===== src/rtl/alu_seq_pkg.sv =====
// Shared types for the ALU operation sequencer: FSM state encoding,
// ALU opcode values and the op-button-to-opcode mapping.
package alu_seq_pkg;

  typedef enum logic [2:0] {
    IDLE    = 3'd0,
    WAIT_B  = 3'd1,
    WAIT_OP = 3'd2,
    EXEC    = 3'd3
  } state_e;

  localparam logic [1:0] OP_MULT = 2'b00;
  localparam logic [1:0] OP_SUB  = 2'b01;
  localparam logic [1:0] OP_AND  = 2'b10;
  localparam logic [1:0] OP_XOR  = 2'b11;

  // Maps a one-hot op button vector (bit0 Mult .. bit3 Xor) to its opcode.
  function automatic logic [1:0] btn_to_op(input logic [3:0] btn);
    logic [1:0] op;
    op = OP_MULT;
    if (btn[1]) op = OP_SUB;
    if (btn[2]) op = OP_AND;
    if (btn[3]) op = OP_XOR;
    return op;
  endfunction

endpackage


===== src/rtl/alu_op_sequencer_rise_detect.sv =====
// Rising-edge detector over a W-bit vector of debounced levels.
// The level register clears on reset; the FSM ignores rises while idle.
module rise_detect #(
  parameter int W = 1
) (
  input  logic         clk,
  input  logic         rst,
  input  logic [W-1:0] level,
  output logic [W-1:0] rise
);

  logic [W-1:0] level_q;

  // NOTE: sequential state uses non-blocking assignments so every flop
  // samples pre-edge values, independent of block ordering.
  always_ff @(posedge clk or negedge rst) begin
    if (!rst) level_q <= '0;
    else      level_q <= level;
  end

  assign rise = level & ~level_q;

endmodule


===== src/rtl/alu_op_sequencer.sv =====
// Sequences one ALU transaction: capture A (SPI), B (operand button) and the
// opcode (op buttons), hold ALU inputs for a settle window, latch the result.
module alu_op_sequencer
  import alu_seq_pkg::*;
#(
  parameter int SETTLE_CYCLES  = 2,
  parameter int TIMEOUT_CYCLES = 50_000_000
) (
  input  logic       clk,
  input  logic       rst,
  input  logic [3:0] spi_data,
  input  logic       spi_valid,
  input  logic [1:0] opb_code,
  input  logic       opb_press,
  input  logic [3:0] op_btn,
  input  logic [3:0] alu_result,
  output logic [3:0] alu_a,
  output logic [3:0] alu_b,
  output logic [1:0] alu_op,
  output logic [3:0] result,
  output logic       result_valid,
  output logic       busy,
  output logic       err,
  output logic [2:0] state_dbg
);

  localparam int TW = (TIMEOUT_CYCLES > 1) ? $clog2(TIMEOUT_CYCLES) : 1;
  localparam int SW = (SETTLE_CYCLES > 1) ? $clog2(SETTLE_CYCLES) : 1;
  localparam logic [TW-1:0] TO_LAST = TW'(TIMEOUT_CYCLES - 1);
  localparam logic [SW-1:0] ST_LAST = SW'(SETTLE_CYCLES - 1);

  state_e        state_q, state_d;
  logic [TW-1:0] tcnt_q, tcnt_d;
  logic [SW-1:0] scnt_q, scnt_d;
  logic [3:0]    a_d, b_d, res_d;
  logic [1:0]    op_d;
  logic          err_d, rv_d;
  logic          opb_rise;
  logic [3:0]    op_rise;

  rise_detect #(.W(1)) u_opb_rise (
    .clk   (clk),
    .rst   (rst),
    .level (opb_press),
    .rise  (opb_rise)
  );

  rise_detect #(.W(4)) u_op_rise (
    .clk   (clk),
    .rst   (rst),
    .level (op_btn),
    .rise  (op_rise)
  );

  always_comb begin
    // NOTE: every value is defaulted first so no path through the case
    // leaves a signal unassigned and infers a latch.
    state_d = state_q;
    tcnt_d  = tcnt_q;
    scnt_d  = scnt_q;
    a_d     = alu_a;
    b_d     = alu_b;
    op_d    = alu_op;
    res_d   = result;
    err_d   = err;
    rv_d    = 1'b0;

    unique case (state_q)
      IDLE: begin
        if (spi_valid) begin
          a_d     = spi_data;
          err_d   = 1'b0;
          tcnt_d  = '0;
          state_d = WAIT_B;
        end
      end
      WAIT_B: begin
        if (opb_rise || spi_valid) begin
          if (spi_valid) a_d = spi_data;
          if (opb_rise) begin
            b_d     = {2'b00, opb_code};
            state_d = WAIT_OP;
          end
          tcnt_d = '0;
        end else if (tcnt_q == TO_LAST) begin
          err_d   = 1'b1;
          state_d = IDLE;
        end else begin
          tcnt_d = tcnt_q + 1'b1;
        end
      end
      WAIT_OP: begin
        // A rise with any second button held is ambiguous and aborts.
        if (|op_rise) begin
          if ($onehot(op_btn)) begin
            op_d    = btn_to_op(op_btn);
            scnt_d  = '0;
            state_d = EXEC;
          end else begin
            err_d   = 1'b1;
            state_d = IDLE;
          end
        end else if (tcnt_q == TO_LAST) begin
          err_d   = 1'b1;
          state_d = IDLE;
        end else begin
          tcnt_d = tcnt_q + 1'b1;
        end
      end
      EXEC: begin
        if (scnt_q == ST_LAST) begin
          res_d   = alu_result;
          rv_d    = 1'b1;
          state_d = IDLE;
        end else begin
          scnt_d = scnt_q + 1'b1;
        end
      end
      default: state_d = IDLE;
    endcase
  end

  always_ff @(posedge clk or negedge rst) begin
    if (!rst) begin
      state_q      <= IDLE;
      tcnt_q       <= '0;
      scnt_q       <= '0;
      alu_a        <= '0;
      alu_b        <= '0;
      alu_op       <= OP_MULT;
      result       <= '0;
      result_valid <= 1'b0;
      err          <= 1'b0;
    end else begin
      state_q      <= state_d;
      tcnt_q       <= tcnt_d;
      scnt_q       <= scnt_d;
      alu_a        <= a_d;
      alu_b        <= b_d;
      alu_op       <= op_d;
      result       <= res_d;
      result_valid <= rv_d;
      err          <= err_d;
    end
  end

  assign busy      = (state_q == EXEC);
  assign state_dbg = state_q;

endmodule


===== config.mk =====
export PLATFORM = sky130hd
export DESIGN_NAME = alu_op_sequencer
export DESIGN_NICKNAME = d
export VERILOG_FILES = /design/src/rtl/alu_seq_pkg.sv /design/src/rtl/alu_op_sequencer_rise_detect.sv /design/src/rtl/alu_op_sequencer.sv
export SDC_FILE = /design/constraint.sdc
export NUM_CORES = 1
export LEC_CHECK = 0
export ABC_AREA = 1
export CORE_ASPECT_RATIO = 0.9
export CORE_UTILIZATION = 45
export DETAILED_ROUTE_END_ITERATION = 10
export PLACE_DENSITY = 0.67
export SKIP_LAST_GASP = 1
export SLEW_MARGIN = 20
export SYNTH_ARGS = -nofsm -noshare
export SYNTH_HDL_FRONTEND = slang
export SYNTH_SLANG_ARGS = --single-unit
export TNS_END_PERCENT = 10

===== constraint.sdc =====
create_clock -name clk -period 4.2 [get_ports clk]
set_clock_uncertainty 0.1 [all_clocks]
set_input_delay 0.84 -clock clk [delete_from_list [all_inputs] [get_ports clk]]
set_output_delay 0.84 -clock clk [all_outputs]
set_load 0.03 [all_outputs]

==> results_tabular.tex <==
\begin{tabular}{lr}
\hline
Metric & Value \\
\hline
\multicolumn{2}{l}{\textbf{Finish}} \\
\quad Number of standard cells in the final layout excluding fillers & 536 \\
\quad Multi-input logic area & 1490 um\^{}2 \\
\quad ANT cells & 0 \\
\quad Reg area & approximately 1200 um\^{}2 \\
\quad Syn-to-layout area delta & 18.0\% \\
\quad Fraction of layout cells with a size suffix above 1 & between 10 and 15\% \\
\quad Final net count & 470 \\
\quad Count of filler cells inserted in the layout & between 600 and 700 \\
\multicolumn{2}{l}{\textbf{Yosys}} \\
\quad Proportion of synthesized flip-flops having asynchronous set or reset & 100\% \\
\quad Number of synthesized register bits & around 50 \\
\quad Number of standard cells after synthesis & 410 \\
\quad Mean area per synthesized cell & between 7 and 8 um\^{}2 \\
\quad Warning count from the yosys run & 0 \\
\quad EDFF count, synth & 0 \\
\quad Yosys cell types & 33 \\
\quad Sequential share of the synthesized area & between 40\% and 50\% \\
\quad Main synth FF type & sky130\_fd\_sc\_hd\_\_dfrtp\_1 \\
\quad Mapped Area & between 2000 and 3000 um\^{}2 \\
\multicolumn{2}{l}{\textbf{Detailed routing}} \\
\quad Average via count per standard cell & between 4 and 5 \\
\quad Number of detailed-routing iterations run before antenna repair & 4 \\
\quad Drt first-iter violations & about 160 \\
\quad WL final & between 6 and 7 mm \\
\quad DRC & 0 \\
\quad Remaining antenna violation count & 0 \\
\quad Post-DR wirelength/cell & between 10 and 15 um \\
\quad Routed vias & around 2600 \\
\multicolumn{2}{l}{\textbf{Critical path}} \\
\quad Library cell appearing most often on the critical path & sky130\_fd\_sc\_hd\_\_inv\_1 \\
\quad Critical path class & in2reg \\
\quad Critical path startpoint category & primary input \\
\quad Crit path required time & 4.30 ns \\
\quad Master of the slowest instance on the critical path & sky130\_fd\_sc\_hd\_\_clkdlybuf4s50\_1 \\
\quad Cell-by-cell listing of the critical path & clkdlybuf4s50\_1, inv\_1, fa\_1, inv\_1, ha\_1, ha\_1, nor2\_1, nand3\_2, nand2\_1, inv\_1, nand4\_1, nand2\_1 \\
\quad CP peak stage delay & 0.55 ns \\
\quad Worst-path maximum fanout & 8 \\
\quad CP arrival & about 3 ns \\
\quad Crit path capture type & flop \\
\multicolumn{2}{l}{\textbf{Floorplan}} \\
\quad Die outline area & 6890 um\^{}2 \\
\quad I/O pin total & 38 \\
\quad Number of core rows & 27 \\
\quad Die height & $\sim$79 um \\
\quad Initial cell density of the core & between 40\% and 50\% \\
\quad Chip Width & between 80 and 90 um \\
\quad Placeable Area & between 6000 and 7000 um\^{}2 \\
\multicolumn{2}{l}{\textbf{Clock tree}} \\
\quad Buffer depth of the longest clock path & 2 \\
\quad Post-CTS clock slew at the launch and capture registers of the worst setup and hold paths & 0.09 ns \\
\quad Number of setup buffers added after CTS & 0 \\
\quad Number of hold buffers added after cts & 0 \\
\quad Number of CTS-inserted buffers & 5 \\
\quad CTS sink cnt & between 40 and 50 \\
\quad Insertion delay of the later-clocked pin in the worst-skew pair & roughly 0.31 ns \\
\quad PostCTS Resize Cnt & 0 \\
\quad Total number of H-tree levels & 2 \\
\quad Clock tree from TritonCTS & done \\
\quad Cell chosen for the clock root & sky130\_fd\_sc\_hd\_\_clkbuf\_8 \\
\multicolumn{2}{l}{\textbf{GRT}} \\
\quad Met2 Track Usage GR & about 34\% \\
\quad Pin count of the biggest net entering global routing & 35 \\
\quad Total grt overflow & 0 \\
\quad GRT Max-Usage Layer & met2 \\
\quad GR Layer Usage met1 & 29.1\% \\
\quad Met3 capacity usage during global routing & around 5.3\% \\
\quad Global-route wire length before repair & 11.5 mm \\
\quad Vias in the first global route & 2529 \\
\quad All-Layer GR Usage & between 20\% and 30\% \\
\quad Number of antenna violations at the first check in global routing & 0 \\
\multicolumn{2}{l}{\textbf{Placed design}} \\
\quad Post-detailed-placement half-perimeter wirelength & about 5 mm \\
\quad Routability congestion estimate & 0.893 \\
\quad Number of cells after detailed placement & 528 \\
\quad Number of buffers inserted by port buffering & 35 \\
\quad Worst setup slack before clock tree synthesis & around 0.94 ns \\
\multicolumn{2}{l}{\textbf{Timing}} \\
\quad Finish-stage setup viols & 0 \\
\quad Final Slew Violations & 0 \\
\quad Maximum achievable frequency & between 300 and 400 MHz \\
\quad Slew at the pin closest to its max-slew limit & 0.781 ns \\
\quad Final Hold Vio Count & 0 \\
\quad Slew margin rel. & approximately 48\% \\
\quad Final min period & 2.91 ns \\
\quad Worst-case setup margin in the final layout & between 1 and 1.5 ns \\
\quad Final worst-path cycle share & 69.3\% \\
\quad Setup repair after global routing missed its margin & no \\
\quad Total negative slack for setup checks & 0 ns \\
\multicolumn{2}{l}{\textbf{Min path}} \\
\quad Hold/Removal Path Class & in2async \\
\multicolumn{2}{l}{\textbf{Pwr}} \\
\quad Power density relative to cell area & 322 nW/um\^{}2 \\
\quad VDD IR max & between 0.0002 and 0.00025 V \\
\quad Final total power & around 1.1 mW \\
\quad Static Leak & approximately 1.6 nW \\
\multicolumn{2}{l}{\textbf{Status}} \\
\quad Run status & finished clean \\
\multicolumn{2}{l}{\textbf{Flow run}} \\
\quad Number of max-capacitance violations reported & 0 \\
\hline
\end{tabular}
## layer usage
metal / routed length, um / share of wire, %
met1: 3320 / 50
met2: 2960 / 44
met3: 265 / 4.0
met4: 136 / 2.0
met5: 0 / 0
## final cells by class
type	count	area share, %
clock buffer	7	2.48
timing repair buffer	36	10.1
clock inverter	1	0.862
sequential	49	35.2
multi-input combinational	306	42.6
inverter	50	5.57
tap	87	3.12
## state kept, by name, summed over array words and instances (netlist names), 2 cells and up
name               cells
result                 4
alu_b                  2
state_dbg              3
u_op_rise.level_q      4
tcnt_q                26
alu_op                 2
alu_a                  4
## stage by stage
step | hold slack (ns) | utilization, % | area [um^2]
6_report | 0.322 | 56.0 | 3480
5_1_grt | 0.332 | 56.0 | 3480
4_1_cts | 0.328 | 56.0 | 3480
3_5_place_dp | 0.360 | 54.2 | 3370
3_3_place_gp | 0.353 | 54.2 | 3370
2_1_floorplan | 0.342 | - | 2960
## critical path, delay by kind of cell
family | cells | cell delay (ns)
fa+ha+maj | 3 | 0.91
buf+inv | 4 | 0.74
simple gates | 5 | 0.52
## logic make-up (layout without fill, tap and decap cells)
kind of cell	after synthesis	after routing	share of synthesized area (%)
flip-flops	49	49	41.5
AND/OR/NAND/NOR	270	270	41.0
adder cells (fa/ha/maj)	4	4	1.95
AO/OA/AOI/OAI	20	20	3.81
multiplexers	6	6	2.29
other	1	3	0.127
buffers and inverters	57	94	8.43
XOR/XNOR	3	3	0.890
## placed cells by master (no fill, tap or decap), types with 3 or more instances in the layout
cell type / n
sky130_fd_sc_hd__nand2_1: 136
sky130_fd_sc_hd__nor2_1: 62
sky130_fd_sc_hd__dfrtp_1: 49
sky130_fd_sc_hd__inv_1: 42
sky130_fd_sc_hd__clkdlybuf4s50_1: 34
sky130_fd_sc_hd__nand3_1: 29
sky130_fd_sc_hd__nand4_1: 13
sky130_fd_sc_hd__nor2_2: 7
sky130_fd_sc_hd__a21oi_1: 7
sky130_fd_sc_hd__nor2_4: 6
sky130_fd_sc_hd__mux2_2: 6
sky130_fd_sc_hd__clkbuf_8: 6
sky130_fd_sc_hd__inv_2: 5
sky130_fd_sc_hd__o21ai_0: 5
sky130_fd_sc_hd__nor3_1: 5
sky130_fd_sc_hd__nand2_2: 4
sky130_fd_sc_hd__o21ai_1: 4
sky130_fd_sc_hd__nand3_2: 3
sky130_fd_sc_hd__ha_1: 3
sky130_fd_sc_hd__conb_1: 3
## cell usage after synthesis (all sizes together), types with 3 or more instances
cell type	instances	area share [%]
a21oi	8	1.5
buf	7	1.9
dfrtp	49	42
ha	3	1.3
inv	49	6.4
mux2	6	2.3
nand2	140	18
nand3	32	5.9
nand4	13	2.8
nor2	75	12
nor3	8	2.1
o21ai	10	1.8
## power by group
part	switching, mW	leakage [nW]	internal (mW)	total, mW
Combinational	0.143	0.938	0.0929	0.236
Clock	0.168	0.0585	0.195	0.363
Sequential	0.0204	0.637	0.504	0.524
Total	0.332	1.63	0.791	1.12
## path summary, 6_finish.rpt
kind                            depth (start not counted)          from              endpoint  slack, ns
worst max-delay path                                   12     op_btn[3]                   err       1.29
worst min-delay path                                    1           rst  u_op_rise.level_q[1]       0.32
worst max register to register                          9  state_dbg[1]            tcnt_q[11]       1.92
worst min register to register                          2     result[3]             result[3]       0.38
max in group asynchronous                               2           rst          state_dbg[1]       2.89
min in group clk                                        2     result[3]             result[3]       0.38
(Power assumes the default switching activity.)
